[src/rtl/hazard_stall_unit_if.sv]
// Bundle of decode-stage hazard inputs and pipeline control outputs for hazard_stall_unit.
// The optional counter signals exist only when HAZARD_PERF_CNT_EN is defined.
interface hazard_stall_unit_if #(
    parameter int REGFILE_LEN = 6,
    parameter int INSTR_WIDTH = 32,
    parameter int CNT_WIDTH   = 32
);
    logic [INSTR_WIDTH-1:0] instr_IF_ID;
    logic [REGFILE_LEN-1:0] rs1_IF_ID;
    logic [REGFILE_LEN-1:0] rs2_IF_ID;
    logic [REGFILE_LEN-1:0] rd_ID_EX;
    logic                   mem_read_ID_EX;
    logic                   reg_write_ID_EX;
    logic [REGFILE_LEN-1:0] rd_EX_MEM;
    logic                   mem_read_EX_MEM;
    logic                   redirect_ID;
    logic                   mem_busy;

    logic pc_write;
    logic if_id_write;
    logic if_id_flush;
    logic id_ex_write;
    logic id_ex_flush;
    logic ex_mem_write;
    logic stall_active;
`ifdef HAZARD_PERF_CNT_EN
    logic [CNT_WIDTH-1:0] stall_cycles;
    logic [CNT_WIDTH-1:0] flush_cycles;
    logic [CNT_WIDTH-1:0] freeze_cycles;
`endif

    modport master (
        output instr_IF_ID, rs1_IF_ID, rs2_IF_ID, rd_ID_EX, mem_read_ID_EX,
               reg_write_ID_EX, rd_EX_MEM, mem_read_EX_MEM, redirect_ID, mem_busy,
        input  pc_write, if_id_write, if_id_flush, id_ex_write, id_ex_flush,
               ex_mem_write, stall_active
`ifdef HAZARD_PERF_CNT_EN
        , input stall_cycles, flush_cycles, freeze_cycles
`endif
    );

    modport slave (
        input  instr_IF_ID, rs1_IF_ID, rs2_IF_ID, rd_ID_EX, mem_read_ID_EX,
               reg_write_ID_EX, rd_EX_MEM, mem_read_EX_MEM, redirect_ID, mem_busy,
        output pc_write, if_id_write, if_id_flush, id_ex_write, id_ex_flush,
               ex_mem_write, stall_active
`ifdef HAZARD_PERF_CNT_EN
        , output stall_cycles, flush_cycles, freeze_cycles
`endif
    );
endinterface

[src/rtl/hazard_stall_unit.sv]
// Decode-stage hazard controller: load-use / branch-operand stalls, redirect flush, memory freeze.
// Define HAZARD_PERF_CNT_EN to add stall/flush/freeze cycle counters.
module hazard_stall_unit #(
    parameter int REGFILE_LEN  = 6,
    parameter int INSTR_WIDTH  = 32,
    parameter int OPCODE_WIDTH = 7,
    parameter int CNT_WIDTH    = 32
) (
    input  logic                clk,
    input  logic                rst,
    hazard_stall_unit_if.slave  bus
);
    localparam logic [OPCODE_WIDTH-1:0] OP_R      = 7'b0110011;
    localparam logic [OPCODE_WIDTH-1:0] OP_STORE  = 7'b0100011;
    localparam logic [OPCODE_WIDTH-1:0] OP_BRANCH = 7'b1100011;
    localparam logic [OPCODE_WIDTH-1:0] OP_IALU   = 7'b0010011;
    localparam logic [OPCODE_WIDTH-1:0] OP_LOAD   = 7'b0000011;
    localparam logic [OPCODE_WIDTH-1:0] OP_JALR   = 7'b1100111;
    localparam logic [REGFILE_LEN-1:0]  REG_X0    = '0;

    typedef enum logic [1:0] {IDLE, STALL, FREEZE} state_t;

    state_t      state_q, saved_q, eff_state;
    logic [1:0]  remaining_q;

    logic [INSTR_WIDTH-1:0]  instr;
    logic [OPCODE_WIDTH-1:0] opcode;
    logic use_rs1, use_rs2, is_redirect_op;
    logic hit_ex, hit_mem;
    logic h_lu, h_bl2, h_ba, h_bl1, hazard;
    logic stall_now, redirect_now;

    assign instr  = bus.instr_IF_ID;
    assign opcode = instr[OPCODE_WIDTH-1:0];

    always_comb begin
        use_rs1        = 1'b0;
        use_rs2        = 1'b0;
        is_redirect_op = 1'b0;
        case (opcode)
            OP_R, OP_STORE:   begin use_rs1 = 1'b1; use_rs2 = 1'b1; end
            OP_BRANCH:        begin use_rs1 = 1'b1; use_rs2 = 1'b1; is_redirect_op = 1'b1; end
            OP_IALU, OP_LOAD: use_rs1 = 1'b1;
            OP_JALR:          begin use_rs1 = 1'b1; is_redirect_op = 1'b1; end
            default:          ;
        endcase
    end

    // x0 is hardwired, so a match on index 0 never creates a dependency.
    assign hit_ex  = (use_rs1 && bus.rs1_IF_ID != REG_X0 && bus.rs1_IF_ID == bus.rd_ID_EX)
                  || (use_rs2 && bus.rs2_IF_ID != REG_X0 && bus.rs2_IF_ID == bus.rd_ID_EX);
    assign hit_mem = (use_rs1 && bus.rs1_IF_ID != REG_X0 && bus.rs1_IF_ID == bus.rd_EX_MEM)
                  || (use_rs2 && bus.rs2_IF_ID != REG_X0 && bus.rs2_IF_ID == bus.rd_EX_MEM);

    assign h_lu   = !is_redirect_op && bus.mem_read_ID_EX && hit_ex;
    assign h_bl2  =  is_redirect_op && bus.mem_read_ID_EX && hit_ex;
    assign h_ba   =  is_redirect_op && bus.reg_write_ID_EX && !bus.mem_read_ID_EX && hit_ex;
    assign h_bl1  =  is_redirect_op && bus.mem_read_EX_MEM && hit_mem;
    assign hazard = h_lu || h_bl2 || h_ba || h_bl1;

    // On the cycle memory unblocks, FREEZE behaves exactly like the state it interrupted.
    assign eff_state    = (state_q == FREEZE) ? saved_q : state_q;
    assign stall_now    = !bus.mem_busy && ((eff_state == STALL) || (eff_state == IDLE && hazard));
    assign redirect_now = !bus.mem_busy && !stall_now && bus.redirect_ID;

    always_ff @(posedge clk or posedge rst) begin
        if (rst) begin
            state_q     <= IDLE;
            saved_q     <= IDLE;
            remaining_q <= 2'd0;
        end else if (bus.mem_busy) begin
            state_q <= FREEZE;
            saved_q <= eff_state;
        end else begin
            case (eff_state)
                IDLE: begin
                    if (h_bl2) begin
                        remaining_q <= 2'd1;
                        state_q     <= STALL;
                    end else begin
                        state_q <= IDLE;
                    end
                end
                STALL: begin
                    remaining_q <= (remaining_q == 2'd0) ? 2'd0 : remaining_q - 2'd1;
                    state_q     <= (remaining_q > 2'd1) ? STALL : IDLE;
                end
                default: state_q <= IDLE;
            endcase
        end
    end

    logic pc_write_d, if_id_write_d, if_id_flush_d, id_ex_write_d, id_ex_flush_d, ex_mem_write_d;

    always_comb begin
        pc_write_d     = 1'b1;
        if_id_write_d  = 1'b1;
        if_id_flush_d  = 1'b0;
        id_ex_write_d  = 1'b1;
        id_ex_flush_d  = 1'b0;
        ex_mem_write_d = 1'b1;
        if (!rst) begin
            if (bus.mem_busy) begin
                pc_write_d     = 1'b0;
                if_id_write_d  = 1'b0;
                id_ex_write_d  = 1'b0;
                ex_mem_write_d = 1'b0;
            end else if (stall_now) begin
                pc_write_d    = 1'b0;
                if_id_write_d = 1'b0;
                id_ex_flush_d = 1'b1;
            end else if (redirect_now) begin
                if_id_flush_d = 1'b1;
            end
        end
    end

    assign bus.pc_write     = pc_write_d;
    assign bus.if_id_write  = if_id_write_d;
    assign bus.if_id_flush  = if_id_flush_d;
    assign bus.id_ex_write  = id_ex_write_d;
    assign bus.id_ex_flush  = id_ex_flush_d;
    assign bus.ex_mem_write = ex_mem_write_d;
    assign bus.stall_active = !rst && (state_q != IDLE);

`ifdef HAZARD_PERF_CNT_EN
    logic [CNT_WIDTH-1:0] stall_cnt_q, flush_cnt_q, freeze_cnt_q;

    always_ff @(posedge clk or posedge rst) begin
        if (rst) begin
            stall_cnt_q  <= '0;
            flush_cnt_q  <= '0;
            freeze_cnt_q <= '0;
        end else begin
            if (id_ex_flush_d) stall_cnt_q  <= stall_cnt_q + 1'b1;
            if (if_id_flush_d) flush_cnt_q  <= flush_cnt_q + 1'b1;
            if (bus.mem_busy)  freeze_cnt_q <= freeze_cnt_q + 1'b1;
        end
    end

    assign bus.stall_cycles  = stall_cnt_q;
    assign bus.flush_cycles  = flush_cnt_q;
    assign bus.freeze_cycles = freeze_cnt_q;
`endif
endmodule

[src/flat_wrapper.sv]
// flat-port wrapper written by rule: the top's interface ports become plain ports
module hazard_stall_unit_flat 
#(
    parameter int REGFILE_LEN  = 6,
    parameter int INSTR_WIDTH  = 32,
    parameter int OPCODE_WIDTH = 7,
    parameter int CNT_WIDTH    = 32
)
  (clk, rst, bus_instr_IF_ID, bus_rs1_IF_ID, bus_rs2_IF_ID, bus_rd_ID_EX, bus_mem_read_ID_EX, bus_reg_write_ID_EX, bus_rd_EX_MEM, bus_mem_read_EX_MEM, bus_redirect_ID, bus_mem_busy, bus_pc_write, bus_if_id_write, bus_if_id_flush, bus_id_ex_write, bus_id_ex_flush, bus_ex_mem_write, bus_stall_active);
  hazard_stall_unit_if #(.REGFILE_LEN(REGFILE_LEN), .INSTR_WIDTH(INSTR_WIDTH), .CNT_WIDTH(CNT_WIDTH)) bus_i ();
  input  logic clk;
  input  logic rst;
  input wire logic [$bits(bus_i.instr_IF_ID)-1:0] bus_instr_IF_ID;
  input wire logic [$bits(bus_i.rs1_IF_ID)-1:0] bus_rs1_IF_ID;
  input wire logic [$bits(bus_i.rs2_IF_ID)-1:0] bus_rs2_IF_ID;
  input wire logic [$bits(bus_i.rd_ID_EX)-1:0] bus_rd_ID_EX;
  input wire logic [$bits(bus_i.mem_read_ID_EX)-1:0] bus_mem_read_ID_EX;
  input wire logic [$bits(bus_i.reg_write_ID_EX)-1:0] bus_reg_write_ID_EX;
  input wire logic [$bits(bus_i.rd_EX_MEM)-1:0] bus_rd_EX_MEM;
  input wire logic [$bits(bus_i.mem_read_EX_MEM)-1:0] bus_mem_read_EX_MEM;
  input wire logic [$bits(bus_i.redirect_ID)-1:0] bus_redirect_ID;
  input wire logic [$bits(bus_i.mem_busy)-1:0] bus_mem_busy;
  output wire logic [$bits(bus_i.pc_write)-1:0] bus_pc_write;
  output wire logic [$bits(bus_i.if_id_write)-1:0] bus_if_id_write;
  output wire logic [$bits(bus_i.if_id_flush)-1:0] bus_if_id_flush;
  output wire logic [$bits(bus_i.id_ex_write)-1:0] bus_id_ex_write;
  output wire logic [$bits(bus_i.id_ex_flush)-1:0] bus_id_ex_flush;
  output wire logic [$bits(bus_i.ex_mem_write)-1:0] bus_ex_mem_write;
  output wire logic [$bits(bus_i.stall_active)-1:0] bus_stall_active;
  assign bus_i.instr_IF_ID = bus_instr_IF_ID;
  assign bus_i.rs1_IF_ID = bus_rs1_IF_ID;
  assign bus_i.rs2_IF_ID = bus_rs2_IF_ID;
  assign bus_i.rd_ID_EX = bus_rd_ID_EX;
  assign bus_i.mem_read_ID_EX = bus_mem_read_ID_EX;
  assign bus_i.reg_write_ID_EX = bus_reg_write_ID_EX;
  assign bus_i.rd_EX_MEM = bus_rd_EX_MEM;
  assign bus_i.mem_read_EX_MEM = bus_mem_read_EX_MEM;
  assign bus_i.redirect_ID = bus_redirect_ID;
  assign bus_i.mem_busy = bus_mem_busy;
  assign bus_pc_write = bus_i.pc_write;
  assign bus_if_id_write = bus_i.if_id_write;
  assign bus_if_id_flush = bus_i.if_id_flush;
  assign bus_id_ex_write = bus_i.id_ex_write;
  assign bus_id_ex_flush = bus_i.id_ex_flush;
  assign bus_ex_mem_write = bus_i.ex_mem_write;
  assign bus_stall_active = bus_i.stall_active;
  hazard_stall_unit #(.REGFILE_LEN(REGFILE_LEN), .INSTR_WIDTH(INSTR_WIDTH), .OPCODE_WIDTH(OPCODE_WIDTH), .CNT_WIDTH(CNT_WIDTH)) u_core (.clk(clk), .rst(rst), .bus(bus_i));
endmodule
[config.mk]
export PLATFORM = sky130hd
export DESIGN_NAME = hazard_stall_unit_flat
export DESIGN_NICKNAME = d
export VERILOG_FILES = /design/src/rtl/hazard_stall_unit_if.sv /design/src/rtl/hazard_stall_unit.sv /design/src/flat_wrapper.sv
export SDC_FILE = /design/constraint.sdc
export NUM_CORES = 1
export LEC_CHECK = 0
export CAP_MARGIN = 20
export CORE_MARGIN = 1
export CORE_UTILIZATION = 32
export CTS_CLUSTER_DIAMETER = 100
export CTS_CLUSTER_SIZE = 8
export DETAILED_ROUTE_END_ITERATION = 10
export GPL_TIMING_DRIVEN = 0
export PLACE_DENSITY = 0.85
export SLEW_MARGIN = 40
export SYNTH_ARGS = -nofsm -noshare
export SYNTH_HDL_FRONTEND = slang
export SYNTH_SLANG_ARGS = --single-unit
export TNS_END_PERCENT = 50
[constraint.sdc]
create_clock -name clk -period 2.7 [get_ports clk]
set_input_delay 0.54 -clock clk [delete_from_list [all_inputs] [get_ports clk]]
set_output_delay 0.54 -clock clk [all_outputs]
set_load 0.01 [all_outputs]
# Yosys cells after proc, flatten, opt, wreduce, memory -nomap -nowiden
# Cells that the tools add are included.
# word_totals
register_bits,6
output_inout_bits,7
input_bits,63
word_cells,83
# classes
eq_ne,13
n_bitwise,1
addsub,1
n_lt_le_gt_ge,1
reduce_logical,41
muxes,23
# ops
cell,n
6-bit == test,4
1-bit logical AND,20
1-bit two-way mux,17
"7-bit by 6-bit == test with 1-bit output, second input constant",2
"7-bit == test, second input constant",2
6-bit nonzero test,2
2-bit two-way mux,4
2-bit case mux with 2 select lines,2
"7-bit by 2-bit == test with 1-bit output, second input constant",1
"7-bit by 5-bit == test with 1-bit output, second input constant",1
1-bit logical OR,6
6-bit OR reduction,1
1-bit logical NOT,5
2-bit logical NOT,2
2-bit nonzero test,2
3-bit AND reduction,1
3-bit OR reduction,1
"2-bit by 1-bit == test with 1-bit output, second input constant",1
"2-bit == test, second input constant",1
"2-bit by 1-bit > comparator with 1-bit output, second input constant",1
"2-bit by 1-bit != test with 1-bit output, second input constant",1
2-bit OR reduction,1
"2-bit by 1-bit subtractor with 2-bit output, second input constant",1
1-bit inverter,1

# Longest topological paths before layout
# Gate-level depths: netlist of run 1.
# depth
ltp_word,20
depth_mapped,6
ltp_nobuf,5

# Least setup slack after synthesis of run 1
# No wires, ideal clock.
# synth_path
path_type,input -> output
startpoint,input port bus_rs2_IF_ID[0]
endpoint,output port bus_pc_write
path_buffers,1
t_arrival_ns,1.815
stages,6
required_ns,2.160
slack_ns,0.345
cell_sequence,nor4_1 a211oi_1 a41oi_1 o21ai_1 o31ai_1 buf_4
# synth_between
elab_chain_cells,14
elab_cells_between_ends,21
classes_between,eq/ne: 2; mux: 3; reduce/logical: 16
# synth_rtl
element,line,source
start: declaration,flat_wrapper.sv:15,input wire logic [$bits(bus_i.rs2_IF_ID)-1:0] bus_rs2_IF_ID;
6-bit nonzero test,"hazard_stall_unit.sv:51, hazard_stall_unit.sv:53",
1-bit logical AND,"hazard_stall_unit.sv:51, hazard_stall_unit.sv:53",
1-bit logical AND,hazard_stall_unit.sv:51,|| (use_rs2 && bus.rs2_IF_ID != REG_X0 && bus.rs2_IF_ID == bus.rd_ID_EX);
1-bit logical OR,hazard_stall_unit.sv:51,
"1-bit logical AND, on equally long branches","hazard_stall_unit.sv:55, hazard_stall_unit.sv:56",
1-bit logical OR (2 in series),hazard_stall_unit.sv:59,assign hazard = h_lu || h_bl2 || h_ba || h_bl1;
1-bit logical OR (*),hazard_stall_unit.sv:59,
1-bit logical AND (*),hazard_stall_unit.sv:63,assign stall_now = !bus.mem_busy && ((eff_state == STALL) || (eff_state == IDLE && hazard));
1-bit logical OR (*),hazard_stall_unit.sv:63,
1-bit logical AND (*),hazard_stall_unit.sv:63,
1-bit two-way mux (*) (3 in series),--,
end: declaration,flat_wrapper.sv:23,output wire logic [$bits(bus_i.pc_write)-1:0] bus_pc_write;
# Every way passes the cells marked *; elsewhere a longest branch is shown, timed or not.

# Final worst setup path of run 1
# layout_path
startpoint,input port bus_instr_IF_ID[3]
endpoint,output port bus_pc_write
# layout_between
elab_chain_cells,16
elab_cells_between_ends,39
classes_between,eq/ne: 6; mux: 6; reduce/logical: 27
# layout_rtl
element,line,source
start: declaration,flat_wrapper.sv:13,input wire logic [$bits(bus_i.instr_IF_ID)-1:0] bus_instr_IF_ID;
7-bit by 5-bit == test with 1-bit output (tied with other cells),hazard_stall_unit.sv:40,case (opcode)
6-bit OR reduction (no line) or 3-bit OR reduction (tied branches),--,
1-bit two-way mux,hazard_stall_unit.sv:40,
"1-bit logical AND, on equally long branches",--,
"1-bit logical AND, on equally long branches","hazard_stall_unit.sv:50, hazard_stall_unit.sv:51",
1-bit logical OR,hazard_stall_unit.sv:51,
"1-bit logical AND, on equally long branches","hazard_stall_unit.sv:55, hazard_stall_unit.sv:56",
1-bit logical OR (2 in series),hazard_stall_unit.sv:59,
1-bit logical OR (*),hazard_stall_unit.sv:59,
1-bit logical AND (*),hazard_stall_unit.sv:63,
1-bit logical OR (*),hazard_stall_unit.sv:63,
1-bit logical AND (*),hazard_stall_unit.sv:63,
1-bit two-way mux (*),hazard_stall_unit.sv:108,end else if (stall_now) begin
1-bit two-way mux (*),hazard_stall_unit.sv:103,if (bus.mem_busy) begin
1-bit two-way mux (*),hazard_stall_unit.sv:102,if (!rst) begin
# Marks and branches as above.

==> flow_summary.json, run 1 <==
{
  "outcome": "finished clean",
  "holdBufCountCts": 0,
  "timing.final.ws_setup_ns": 0.03789,
  "synth.yosys.seq_area_share_pct": 20.27,
  "numCtsBuffers": 3,
  "critPathKind": "in2out",
  "core_area_mm2": 0.002191,
  "critPathArrivalTime_ns": 2.12,
  "grt_pass1_wl_mm": 3.781,
  "crit_path_cell_trace": "clkdlybuf4s50_1 > nand4bb_4 > nor2_4 > o2111ai_2 > o21ai_2 > o31ai_2 > buf_4 > buf_4",
  "critPathSlowestCell": "clkdlybuf4s50_1",
  "vias": 879,
  "htree_levels": 1,
  "die_h_um": 50.11,
  "initial_utilization_pct": 33.81,
  "critPathMaxStageDelay_ns": 0.43,
  "maxSlewViolCount": 0,
  "ios": 70,
  "ys_types": 28,
  "r2r-start": "u_core.state_q[0]",
  "diodes": 0,
  "min_period_over_period_pct": 98.60,
  "p_leak_uw": 0.0005428,
  "cp-end-kind": "output pin",
  "power_density_mw_per_mm2": 244.3,
  "synth_flop_cell": "dfrtp_1",
  "die_w_um": 50.11,
  "clk_pin_slew_worst_paths_ns": 0.04,
  "synth_warnings": 0,
  "yosys.area.top_type_share_pct": 28.38,
  "post_drt_via_cell_ratio": 5.171,
  "layout-drive-gt1-share_pct": 16.20,
  "rows": 17,
  "cap_violations": 0,
  "portBuffers": 44,
  "ys_top_cells_by_count": "24 x xor2_1, 14 x nor2_1, 6 x dfrtp_1, 6 x nand2_1, 5 x nor4_1",
  "avgSynthCellArea_um2": 7.797,
  "finalHoldViolations": 0,
  "routabilityCongestion": 0.8205,
  "fmax_mhz": 375.6,
  "rr_endpoint": "u_core.remaining_q[0]",
  "grt_pass1_vias": 853,
  "netlist_instances": 95,
  "die-area_mm2": 0.002511,
  "clock_path_buffers": 2,
  "dp_slack_ns": -0.7041,
  "gr-total-overflow": 0,
  "whs_endpoint": "u_core.saved_q[1]",
  "cp-start-kind": "primary input",
  "drtIter0Drc": 12,
  "hold_path_class": "reg2reg",
  "required_ns": 2.16,
  "postCtsSetupBuffers": 0,
  "drt_pass1_iterations": 4,
  "synth_seq_cells": 6,
  "cts_tree": "built",
  "rsz0062_at_grt": "yes",
  "relSlewSlack_pct": 77.36,
  "hold_path.startpoint": "u_core.saved_q[1]",
  "synth_largest_area_cell": "xor2_1",
  "cts_sinks": 6,
  "syn_nets": 158,
  "netlist_area_um2": 740.7,
  "layout.nets": 207,
  "skew_ns": 0.002405,
  "grt_usage_pct": 19.31,
  "whs_ns": 0.5286,
  "ys_top_cells_by_area": "xor2_1 28%, dfrtp_1 20%, nor2_1 7.1%, nor4_1 4.2%, nand2_1 3.0%",
  "antenna_found_initial": 0,
  "antenna_left": 0,
  "hold_depth": 1,
  "drt_wl_total_mm": 2.240,
  "ir_drop_mv": 0.2407,
  "synth.most_common_cell": "xor2_1",
  "drc": 0,
  "async_flop_share_pct": 100.0,
  "crit_path_frequent_cell": "buf_4",
  "fin_crit_ns": 2.662,
  "path_max_fanout": 3,
  "area_growth_pct": 76.18,
  "grt_max_degree": 9,
  "hpwl_mm": 1.884,
  "drt-wirelength-per-cell_um": 13.18,
  "worst_pin_slew_ns": 0.3368,
  "clk_latency_ns": 0.23,
  "ff2ff_path_depth": 5,
  "setup_viol": 0,
  "cts-root-buf": "clkbuf_4",
  "r2r_setup_slack_ns": 1.31,
  "fin_util_pct": 59.57,
  "synth-edff-count": 0
}
through the flow:
step                power (uW)  cells  cell area (um^2)  setup TNS (ns)
floorplan                150.4     95             740.7               0
global route             340.4    170              1305         -0.1199
CTS                      322.3    170              1310               0
finish                   318.8    170              1305               0
detailed placement       240.7    167              1216          -2.352
global placement         237.5    167              1216          -1.960
repair_timing:
action	in CTS	in global routing
resized for setup	48	6
pin swaps	17	4
endpoints found under the setup margin	4	4
layout by cell type, fill, tap and decap left out, types with 3 or more instances in the layout:
cell / count
nand3_1: 4
xor2_1: 24
clkdlybuf4s50_1: 15
dfrtp_1: 6
nor4_2: 3
a21oi_1: 4
buf_4: 3
dlygate4sd2_1: 23
clkbuf_4: 3
clkdlybuf4s15_1: 3
nand2_1: 6
o21a_1: 3
nor2_1: 13
layer usage:
| layer | up-vias | GRT usage [%] | wire length (um) |
|---|---|---|---|
| li1 | 436 | - | - |
| met1 | 424 | 23.79 | 945 |
| met2 | 19 | 35.78 | 1210 |
| met3 | 0 | 2.160 | 83 |
| met4 | 0 | 2.857 | 0 |
| met5 | - | 0 | 0 |
where the power goes:
group | internal (uW) | switching, uW | leakage (uW) | total, uW
combinational | 75.5 | 70.1 | 0.000449 | 146
clock | 50.0 | 28.5 | 0.0000138 | 78.5
sequential | 92.6 | 2.07 | 0.0000795 | 94.7
cells by family after synthesis:
group                     after synthesis  share of synthesized area (%)
muxes                                   1                          1.520
buffers and inverters                   5                          3.547
AOI/OAI and AO/OA                      22                          20.27
xor gates and xnor gates               24                          28.38
and+or+nand+nor                        37                          26.01
DFF                                     6                          20.27
area by class of cell:
class | count | area (um^2)
plain buffers | 3 | 18.77
clock buffers | 3 | 22.52
fillers | 189 | 885.9
inverters | 2 | 7.507
multi-input cells | 84 | 671.9
flip-flops and latches | 6 | 150.1
well taps | 28 | 35.03
repair buffers | 44 | 399.1
sequential cells by signal, summed over array words and instances (netlist names):
name,flops
u_core.state_q,2
u_core.remaining_q,2
u_core.saved_q,2
how the worst max path moves through the flow:
stage	startpoint	to	slack, ns	depth (start not counted)
after floorplan	bus_rs2_IF_ID[0]	bus_pc_write	0.35	6
after global placement	bus_rs2_IF_ID[0]	bus_pc_write	-0.60	8
after detailed placement	bus_rs2_IF_ID[0]	bus_pc_write	-0.70	8
after CTS	bus_instr_IF_ID[4]	bus_id_ex_flush	0.02	7
after global routing	bus_instr_IF_ID[3]	bus_pc_write	-0.07	8
final	bus_instr_IF_ID[3]	bus_pc_write	0.04	8
critical path: cells and delay by family:
family | cells | cell delay (ns)
and+or+nand+nor | 2 | 0.42
AOI/OAI and AO/OA | 3 | 0.47
buffers and inverters | 3 | 0.70
No activity file was read; power rests on OpenSTA's default activity.
==> run 2, diff against run 1 <==
CORE_MARGIN = 1.5   (was 1)
HOLD_SLACK_MARGIN = 0.05   (was unset)
==> run 2 against run 1 <==
Net effect:
- worst setup slack improved by 0.0053 ns
- critical path depth stayed put
- clock-buffer cell count unchanged
- final cell count grew 1.8%
- non-clock buffer count increased by 3
- clock power rose by 0.6%
- fmax rose by 0.20%
- worst hold slack worse by 0.0044 ns
- sequential cell count did not move
- sequential share of layout area fell by 0.67 points
==> flow_summary.json, run 2 (synthesis results as in run 1) <==
{
  "outcome": "finished clean",
  "cts-root-buf": "clkbuf_4",
  "antenna_left": 0,
  "drt_wl_total_mm": 2.753,
  "dpl.cell_count": 167,
  "cts_sinks": 6,
  "layout-drive-gt1-share_pct": 22.07,
  "setup_viol": 0,
  "grt_pass1_wl_mm": 4.195,
  "post_drt_via_cell_ratio": 5.428,
  "multi_input_comb_area_um2": 689.4,
  "grt_max_degree": 9,
  "whs_ns": 0.5241,
  "initial_utilization_pct": 33.81,
  "worst_pin_slew_ns": 0.3438,
  "cts_tree": "built",
  "clock_path_buffers": 2,
  "die_h_um": 51.11,
  "relSlewSlack_pct": 77.08,
  "vias": 939,
  "fin_cells": 173,
  "skew_ns": 0.003367,
  "numCtsBuffers": 3,
  "final_cell_mix": "24 x xor2_1, 14 x dlygate4sd2_1, 13 x nor2_1",
  "critPathKind": "in2out",
  "routabilityCongestion": 0.8796,
  "rsz0062_at_grt": "no",
  "drtIter0Drc": 13,
  "hold_path_class": "reg2reg",
  "ir_drop_mv": 0.1848,
  "layout.nets": 210,
  "hpwl_mm": 1.987,
  "power_density_mw_per_mm2": 237.8,
  "die-area_mm2": 0.002612,
  "dpl_cell_area_mm2": 0.001216,
  "antenna_found_initial": 0,
  "final_common_cell": "xor2_1",
  "path_max_fanout": 3,
  "cp-end-kind": "output pin",
  "area_growth_pct": 86.99,
  "p_leak_uw": 0.0006574,
  "htree_levels": 1,
  "nFillCells": 172,
  "core_area_mm2": 0.002191,
  "min_period_over_period_pct": 98.40,
  "drt-wirelength-per-cell_um": 15.91,
  "clk_pin_slew_worst_paths_ns": 0.05,
  "holdBufCountCts": 0,
  "grt_usage_pct": 21.00,
  "die_w_um": 51.11,
  "required_ns": 2.16,
  "gr-total-overflow": 0,
  "cap_violations": 0,
  "reg.largest.list": "u_core.remaining_q: 2 flops, u_core.saved_q: 2 flops, u_core.state_q: 2 flops",
  "critPathArrivalTime_ns": 2.12,
  "fin_crit_ns": 2.657,
  "finalHoldViolations": 0,
  "seq_area_um2": 150.1,
  "grt_pass1_vias": 902,
  "clk_latency_ns": 0.24,
  "diodes": 0,
  "ios": 70,
  "fin_area_mm2": 0.001385,
  "rows": 17,
  "cp-start-kind": "primary input",
  "drc": 0,
  "maxSlewViolCount": 0,
  "drt_pass1_iterations": 6,
  "portBuffers": 44,
  "fmax_mhz": 376.4
}
run 2: worst max-delay path, stage by stage:
cell           delay [ns]
dlygate4sd2_1        0.27
xor2_1               0.17
nor4_2               0.35
o2111ai_2            0.19
o21ai_2              0.24
o31ai_2              0.09
buf_4                0.14
buf_2                0.13
run 2: worst paths after layout:
check,start,slack (ns),end,cells past startpoint
hold / removal,u_core.saved_q[1],0.52,u_core.saved_q[1],1
setup reg to reg,u_core.state_q[0],1.28,u_core.remaining_q[0],5
min in group asynchronous,rst,0.65,u_core.state_q[0],2
setup / recovery,bus_rd_ID_EX[0],0.04,bus_pc_write,8
hold reg to reg,u_core.saved_q[1],0.52,u_core.saved_q[1],1
max in group asynchronous,rst,1.84,u_core.state_q[1],2
run 2: final cells by class:
cell class,instances,area share (%)
repair buffers,48,33.60
plain buffers,2,1.084
flip-flops and latches,6,10.84
multi-input cells,84,49.77
clock buffers,3,1.626
well taps,28,2.529
inverters,2,0.5420
run 2: where the power goes:
| part | total (uW) | switching (uW) | internal [uW] | leakage [uW] |
|---|---|---|---|---|
| Sequential | 94.8 | 2.18 | 92.6 | 0.0000795 |
| Combinational | 156 | 77.9 | 77.7 | 0.000564 |
| Clock | 79.0 | 28.9 | 50.1 | 0.0000138 |
run 2: metrics by stage:
| stage | setup TNS (ns) | power [uW] | worst slack (ns) | utilization (%) |
|---|---|---|---|---|
| after global routing | 0 | 348.3 | 0.003949 | 63.22 |
| final | 0 | 329.4 | 0.04318 | 63.22 |
| after CTS | -0.004968 | 324.4 | -0.002787 | 59.79 |
| after detailed placement | -2.261 | 240.8 | -0.7024 | 55.51 |
| after floorplan | 0 | 150.4 | 0.3452 | - |
| after global placement | -1.953 | 237.4 | -0.6058 | 55.51 |
run 2: what timing repair did:
item	4_1_cts	5_1_grt
gates cloned	0	0
hold endpoints to repair	0	0
resized for setup	43	25
pin swaps	12	16
setup buffers	2	2
setup endpoints to repair	4	5
run 2: routing by layer:
metal  up-vias  share of wire, %  GRT usage (%)
met5         -                 0              0
met4         0               3.6          2.703
met3        12               4.3          2.632
met2        42                54          43.07
met1       446                38          22.84
li1        439                 -              -
